===== src/rtl/alu_pkg.sv =====
// Shared op-code constants for the RV32I execute-stage ALU.
// Codes are {funct7[5], funct3} so the decoder can forward them unchanged.
package alu_pkg;

    localparam int XLEN = 32;

    localparam logic [3:0] OP_ADD  = 4'b0000;
    localparam logic [3:0] OP_SLL  = 4'b0001;
    localparam logic [3:0] OP_SLT  = 4'b0010;
    localparam logic [3:0] OP_SLTU = 4'b0011;
    localparam logic [3:0] OP_XOR  = 4'b0100;
    localparam logic [3:0] OP_SRL  = 4'b0101;
    localparam logic [3:0] OP_OR   = 4'b0110;
    localparam logic [3:0] OP_AND  = 4'b0111;
    localparam logic [3:0] OP_SUB  = 4'b1000;
    localparam logic [3:0] OP_SRA  = 4'b1101;

    localparam logic SHIFT_LEFT  = 1'b0;
    localparam logic SHIFT_RIGHT = 1'b1;

endpackage


===== src/rtl/alu_shifter.sv =====
// Barrel shifter for SLL/SRL/SRA; only the 5-bit shift amount is used.
module alu_shifter
    import alu_pkg::*;
(
    input  logic [XLEN-1:0] d1,
    input  logic [4:0]      shamt,
    input  logic            dir,
    input  logic            arith,
    output logic [XLEN-1:0] res
);

    always_comb begin
        res = d1;
        if (dir == SHIFT_LEFT) begin
            res = d1 << shamt;
        end else if (arith) begin
            res = $unsigned($signed(d1) >>> shamt);
        end else begin
            res = d1 >> shamt;
        end
    end

endmodule


===== src/rtl/alu.sv =====
// Single-cycle RV32I integer ALU: combinational result registered every clk edge.
// Unused op codes produce zero.
module alu
    import alu_pkg::*;
(
    input  logic            clk,
    input  logic            rst,
    input  logic [XLEN-1:0] d1,
    input  logic [XLEN-1:0] d2,
    input  logic [3:0]      op,
    output logic [XLEN-1:0] dout
);

    logic [XLEN-1:0] shift_res;
    logic [XLEN-1:0] result;
    logic            shift_dir;
    logic            shift_arith;

    assign shift_dir   = (op == OP_SLL) ? SHIFT_LEFT : SHIFT_RIGHT;
    assign shift_arith = (op == OP_SRA);

    alu_shifter u_shifter (
        .d1    (d1),
        .shamt (d2[4:0]),
        .dir   (shift_dir),
        .arith (shift_arith),
        .res   (shift_res)
    );

    always_comb begin
        result = '0;
        case (op)
            OP_ADD:  result = d1 + d2;
            OP_SUB:  result = d1 - d2;
            OP_SLL,
            OP_SRL,
            OP_SRA:  result = shift_res;
            OP_SLT:  result = {{(XLEN-1){1'b0}}, ($signed(d1) < $signed(d2))};
            OP_SLTU: result = {{(XLEN-1){1'b0}}, (d1 < d2)};
            OP_XOR:  result = d1 ^ d2;
            OP_OR:   result = d1 | d2;
            OP_AND:  result = d1 & d2;
            default: result = '0;
        endcase
    end

    always_ff @(posedge clk or posedge rst) begin
        if (rst) begin
            dout <= '0;
        end else begin
            dout <= result;
        end
    end

endmodule


===== config.mk =====
export PLATFORM = sky130hd
export DESIGN_NAME = alu
export DESIGN_NICKNAME = d
export VERILOG_FILES = /design/src/rtl/alu_pkg.sv /design/src/rtl/alu_shifter.sv /design/src/rtl/alu.sv
export SDC_FILE = /design/constraint.sdc
export NUM_CORES = 1
export LEC_CHECK = 0
export BUFFER_PORTS_ARGS = -buffer_cell sky130_fd_sc_hd__buf_2
export CAP_MARGIN = 20
export CORE_ASPECT_RATIO = 2
export CORE_MARGIN = 2
export CORE_UTILIZATION = 40
export CTS_CLUSTER_DIAMETER = 40
export DETAILED_ROUTE_END_ITERATION = 8
export PLACE_DENSITY = 0.67
export SETUP_SLACK_MARGIN = 0.1
export SLEW_MARGIN = 5
export SYNTH_ARGS = -nofsm -noshare
export SYNTH_HDL_FRONTEND = slang
export SYNTH_HIERARCHICAL = 1
export SYNTH_SLANG_ARGS = --single-unit

===== constraint.sdc =====
create_clock -name clk -period 2.7 [get_ports clk]
set_clock_uncertainty 0.05 [all_clocks]
set_input_delay 0.81 -clock clk [delete_from_list [all_inputs] [get_ports clk]]
set_output_delay 0.81 -clock clk [all_outputs]
set_load 0.05 [all_outputs]

==> impl_metrics.json, run 1 <==
{
  "grt_use_total_pct": 52.7,
  "gr-total-overflow": 1,
  "die_w_um": 117,
  "seq_area_frac_synth_pct": 7.89,
  "synth_area_leaders": "ha_1 13%, mux4_2 13%, dfrtp_1 7.9%",
  "cts_root_buffer": "clkbuf_16",
  "cts.sinks": 32,
  "synth-async-reset-ratio_pct": 100,
  "syn_inst": 1332,
  "syn_avg_cell_area_um2": 7.62,
  "syn-cell-area_mm2": 0.0101,
  "grt_max_degree": 33,
  "syn-num-nets": 1512,
  "die_h_um": 229,
  "grt-worst-endpoint": "dout[28]$_DFF_PP0_/D",
  "synth_cell_types": 94,
  "synth_edf_count": 0,
  "cts_buffer_depth": 2,
  "tool.error": "[ERROR GRT-0232] Routing congestion too high. Check the congestion heatmap in the GUI.",
  "worstEpCategory": "sequential cell input",
  "lastStage": "global routing",
  "synth_top_cell_area_share_pct": 13.3,
  "yosys_warnings": 6,
  "rows": 82,
  "synth_ff_type": "dfrtp_1",
  "yosysTopAreaCell": "ha_1",
  "htree_levels": 2,
  "status": "aborted with a tool error",
  "numCtsBuffers": 5,
  "top_level_ports": 102,
  "portBuffers": 101,
  "ys_seq_elements": 32,
  "gp_congestion": 1.10,
  "place_inst": 2229,
  "dp_hpwl_mm": 49.2,
  "start_util_pct": 40.5
}
## timing repair
item / CTS
hold buffers: 0
cloned: 3
pin swaps: 67
setup endpoints to repair: 32
setup buffers: 33
resized for setup: 171
## cell usage after synthesis, types with 9 or more instances
master    number
mux2_2        12
clkbuf_1      70
nand2_1       96
xnor2_1       12
a21oi_1      103
a211oi_1      13
a31oi_1       20
a22oi_1       19
nand2b_1      10
a21o_1        20
nor2_1       140
a211o_1       10
o21ai_1       12
o22ai_1       17
o211ai_1      22
mux4_2        57
nor3_1        42
mux2i_1       41
dfrtp_1       32
buf_2         23
a221oi_1      23
inv_1        108
o221ai_1      13
o21ai_0       75
ha_1         108
o21bai_1      14
or3_1          9
nand3_1       31
## stage by stage
stage	instance area [um2]	worst slack, ns	TNS (ns)
CTS	16400	-0.599	-11.87
detailed placement	15200	-1.22	-28.73
global placement	15200	-1.20	-28.13
floorplan	10400	-0.727	-9.51
## per-layer routing
| layer | global-route usage (%) | overflow |
|---|---|---|
| met3 | 26.2 | 0 |
| met4 | 55.9 | 0 |
| met1 | 46.3 | 0 |
| met2 | 80.8 | 1 |
| met5 | 4.31 | 0 |
## cell families after synthesis
group | Yosys count | synth area share (%)
AO/OA/AOI/OAI | 460 | 31.9
AND/OR/NAND/NOR | 386 | 17.6
buffers and inverters | 215 | 8.81
multiplexers | 117 | 19.1
adder cells (fa/ha/maj) | 110 | 13.7
flip-flops | 32 | 7.89
XOR/XNOR | 12 | 1.04
==> inputs of run 2 (changes only) <==
--- a/config.mk
+++ b/config.mk
@@ -7,13 +7,10 @@
 export LEC_CHECK = 0
 export BUFFER_PORTS_ARGS = -buffer_cell sky130_fd_sc_hd__buf_2
 export CAP_MARGIN = 20
-export CORE_ASPECT_RATIO = 2
 export CORE_MARGIN = 2
-export CORE_UTILIZATION = 40
-export CTS_CLUSTER_DIAMETER = 40
+export CORE_UTILIZATION = 25
 export DETAILED_ROUTE_END_ITERATION = 8
-export PLACE_DENSITY = 0.67
-export SETUP_SLACK_MARGIN = 0.1
+export PLACE_DENSITY_LB_ADDON = 0.15
 export SLEW_MARGIN = 5
 export SYNTH_ARGS = -nofsm -noshare
 export SYNTH_HDL_FRONTEND = slang
==> run 2 against run 1 <==
Net effect: the flow now finishes, with violations (negative setup slack); synthesized area unchanged; synthesized cell count unchanged.
==> impl_metrics.json, run 2 <==
{
  "setup.worst_path.end_class": "register",
  "first_pass_iters": 8,
  "fin_cells": 2440,
  "slew-limit-headroom_pct": 57.6,
  "grt_max_degree": 46,
  "syn-cell-area_mm2": 0.0101,
  "reg.largest.list": "dout x32",
  "antenna_cells": 0,
  "cp_max_fo": 6,
  "top_register": "dout",
  "setup_tns_ns": -15.53,
  "cts_root_buffer": "clkbuf_16",
  "top_level_ports": 102,
  "worstSetupStartpointType": "input port",
  "required_ns": 2.86,
  "min_period_ns": 3.44,
  "synth_cell_types": 94,
  "fillCellCount": 4107,
  "portBuffers": 101,
  "yosys_warnings": 6,
  "rows": 73,
  "syn_inst": 1332,
  "ir_worst_vdd_uv": 248,
  "syn_avg_cell_area_um2": 7.62,
  "synth_ff_type": "dfrtp_1",
  "nets": 2094,
  "dp_hpwl_mm": 46.4,
  "coreArea_mm2": 0.0399,
  "start_util_pct": 25.4,
  "fin_ws_ns": -0.737,
  "layout_common_cells": "547 x buf_4, 132 x nor2_1, 100 x inv_1, 94 x ha_1, 94 x buf_2",
  "leakage_nw": 7.80,
  "cts.sinks": 32,
  "grt_pass1_vias": 13200,
  "wl_per_cell_um": 23.3,
  "cts_buffer_depth": 2,
  "place_inst": 2399,
  "final_area_mm2": 0.0167,
  "finalSetupViolations": 32,
  "via_count": 13200,
  "drt_iter0_drc": 1283,
  "gp_congestion": 0.954,
  "gr-total-overflow": 0,
  "htree_levels": 2,
  "placed_area_mm2": 0.0152,
  "hold_path_class": "in -> async",
  "ys_seq_elements": 32,
  "rsz0062_at_grt": "true",
  "grt_use_total_pct": 26.9,
  "fmax_ghz": 0.291,
  "die_h_um": 205,
  "synth_edf_count": 0,
  "drc": 0,
  "cts_tree": "done",
  "synth_area_leaders": "ha_1 13%, mux4_2 13%, dfrtp_1 7.9%",
  "syn-num-nets": 1512,
  "yosysTopAreaCell": "ha_1",
  "layout_commonest_cell": "buf_4",
  "drv_slew": 0,
  "routed_via_density": 5.39,
  "grt_first_pass_wirelength_mm": 84.1,
  "yosys-top-cells-count": "140 x nor2_1, 108 x ha_1, 108 x inv_1",
  "route.antenna.remaining_nets": 0,
  "hold_ws_ns": 0.588,
  "synth_top_cell_area_share_pct": 13.3,
  "maxCapViolations": 0,
  "seq_area_frac_synth_pct": 7.89,
  "violations": "negative setup slack",
  "timing.final.crit_share_pct": 127,
  "fp.dieArea_mm2": 0.0422,
  "syn_to_final_growth_pct": 64.7,
  "die_w_um": 205,
  "path_clk_slew_ns": 0.07,
  "antenna_found_initial": 2,
  "final_core_util_pct": 41.9,
  "largest_reg_flops": 32,
  "drive_gt1_share_pct": 48.9,
  "powerDensity_mw_per_mm2": 293,
  "max_slew.worst_pin.slew_ns": 0.636,
  "synth-async-reset-ratio_pct": 100,
  "path_class": "in -> reg",
  "status": "finished, violations left",
  "yosysMostFrequentCell": "nor2_1",
  "finalHoldViolations": 0,
  "wl_mm": 56.8,
  "cp_data_arrival_time_ns": 3.59,
  "numCtsBuffers": 5
}
## run 2: cell counts after synthesis
Identical to the previous run, type by type.
## run 2: layer usage
layer,up-vias,GRT usage (%),wire [um]
met5,-,0,0
met1,6389,35.6,24800
met4,0,9.25,1950
met3,86,4.48,3770
met2,497,44.2,26300
li1,6185,-,-
## run 2: logic make-up after synthesis
| family | synth area share (%) |
|---|---|
| AO/OA/AOI/OAI | 31.9 |
| XOR/XNOR | 1.04 |
| adder cells (fa/ha/maj) | 13.7 |
| buffers and inverters | 8.81 |
| flip-flops | 7.89 |
| multiplexers | 19.1 |
| AND/OR/NAND/NOR | 17.6 |
## run 2: where the power goes
group / internal (mW) / switching (mW) / leakage, nW
registers: 0.540 / 0.0284 / 0.412
logic: 1.65 / 2.01 / 7.31
clock network: 0.370 / 0.291 / 0.0712
## run 2: critical path, stage by stage
cell and delay, ns:
buf_16 0.12, ha_4 0.16, fa_2 0.34, o21ba_4 0.21, or4_4 0.44, a31oi_4 0.30, nand4_1 0.20, a41oi_2 0.33
a221oi_2 0.11, o2111a_1 0.27, or2_1 0.21, o311ai_1 0.09
## run 2: cell type report
type                            instances  area (um2)  area share [%]
Multi-Input combinational cell       1085        9490            56.8
Timing Repair Buffer                  678        5170            31.0
Sequential cell                        32         801            4.79
Tap cell                              525         657            3.93
Inverter                              112         444            2.66
Clock buffer                            8         146           0.876
## run 2: repair_timing
item	CTS	global route
gates resized for setup	125	91
hold buffers	0	0
setup buffers	24	9
cloned	1	1
pin swaps	54	45
setup endpoints to repair	32	32
## run 2: final timing paths
kind / start / endpoint / slack, ns / cells past startpoint
worst max-delay path: d2[0] / dout[30] / -0.74 / 12
worst min-delay path: rst / dout[22] / 0.59 / 3
max in group asynchronous: rst / dout[2] / 1.60 / 3
min in group clk: d2[10] / dout[10] / 0.90 / 4
## run 2: per-stage QoR
step | worst slack (ns) | power (mW)
global route | -0.777 | 5.15
global placement | -1.18 | 3.87
CTS | -0.739 | 4.74
finish | -0.737 | 4.89
floorplan | -0.727 | 2.24
detailed placement | -1.20 | 3.86
Power figures use the tool's default switching activity.
==> inputs of run 3 (changes only) <==
--- a/config.mk
+++ b/config.mk
@@ -8,7 +8,7 @@
 export BUFFER_PORTS_ARGS = -buffer_cell sky130_fd_sc_hd__buf_2
 export CAP_MARGIN = 20
 export CORE_MARGIN = 2
-export CORE_UTILIZATION = 25
+export CORE_UTILIZATION = 60
 export DETAILED_ROUTE_END_ITERATION = 8
 export PLACE_DENSITY_LB_ADDON = 0.15
 export SLEW_MARGIN = 5
==> run 3 against run 2 <==
Net effect: the run now fails in global routing; synthesized area unchanged; synthesized cell count unchanged.
==> impl_metrics.json, run 3 <==
{
  "cts.sinks": 32,
  "grt_pass1_vias": 20300,
  "yosysTopAreaCell": "ha_1",
  "dp_hpwl_mm": 38.1,
  "tool.error": "[ERROR GRT-0116] Global routing finished with congestion. Check the congestion regions in the DRC Viewer.",
  "cts_root_buffer": "clkbuf_16",
  "place_ws_ns": -1.29,
  "syn_avg_cell_area_um2": 7.62,
  "place_inst": 2014,
  "yosys_warnings": 6,
  "seq_area_frac_synth_pct": 7.89,
  "grt_first_pass_wirelength_mm": 130,
  "syn-num-nets": 1512,
  "yosysMostFrequentCell": "nor2_1",
  "top_level_ports": 102,
  "die_h_um": 134,
  "gr-total-overflow": 570,
  "synth_area_leaders": "ha_1 13%, mux4_2 13%, dfrtp_1 7.9%",
  "grt_use_total_pct": 92.9,
  "syn-cell-area_mm2": 0.0101,
  "yosys-top-cells-count": "140 x nor2_1, 108 x ha_1, 108 x inv_1",
  "start_util_pct": 61.2,
  "htree_levels": 2,
  "rows": 47,
  "syn_inst": 1332,
  "cts_buffer_depth": 2,
  "placed_area_mm2": 0.0142,
  "status": "aborted with a tool error",
  "die_w_um": 134,
  "synth-async-reset-ratio_pct": 100,
  "portBuffers": 101,
  "ctsHoldBuffers": 0,
  "lastStage": "global routing",
  "synth_cell_types": 94,
  "grt_max_degree": 46,
  "synth_top_cell_area_share_pct": 13.3,
  "synth_edf_count": 0,
  "numCtsBuffers": 5,
  "ys_seq_elements": 32,
  "gp_congestion": 1.16,
  "synth_ff_type": "dfrtp_1"
}
## run 3: cell counts after synthesis
Identical to the previous run, type by type.
## run 3: kinds of logic after synthesis
family	after synthesis	share of synthesized area (%)
AOI/OAI and AO/OA	460	31.9
xor gates and xnor gates	12	1.04
adders and majority gates	110	13.7
buffers and inverters	215	8.81
DFF	32	7.89
muxes	117	19.1
and+or+nand+nor	386	17.6
## run 3: layer usage
layer	track usage (%)	GRT overflow
met3	80.8	19
met4	102	227
met1	89.5	11
met5	51.1	3
met2	106	310
## run 3: stage by stage
stage | hold WS, ns | utilization, %
2_1_floorplan | 0.876 | -
3_3_place_gp | 0.894 | 85.9
3_5_place_dp | 0.904 | 85.9
4_1_cts | 0.578 | 95.5
## run 3: timing repair
item | CTS
endpoints found under the setup margin | 32
gates cloned | 4
hold endpoints to repair | 0
resized for setup | 201
setup buffers | 49
pin swaps | 89
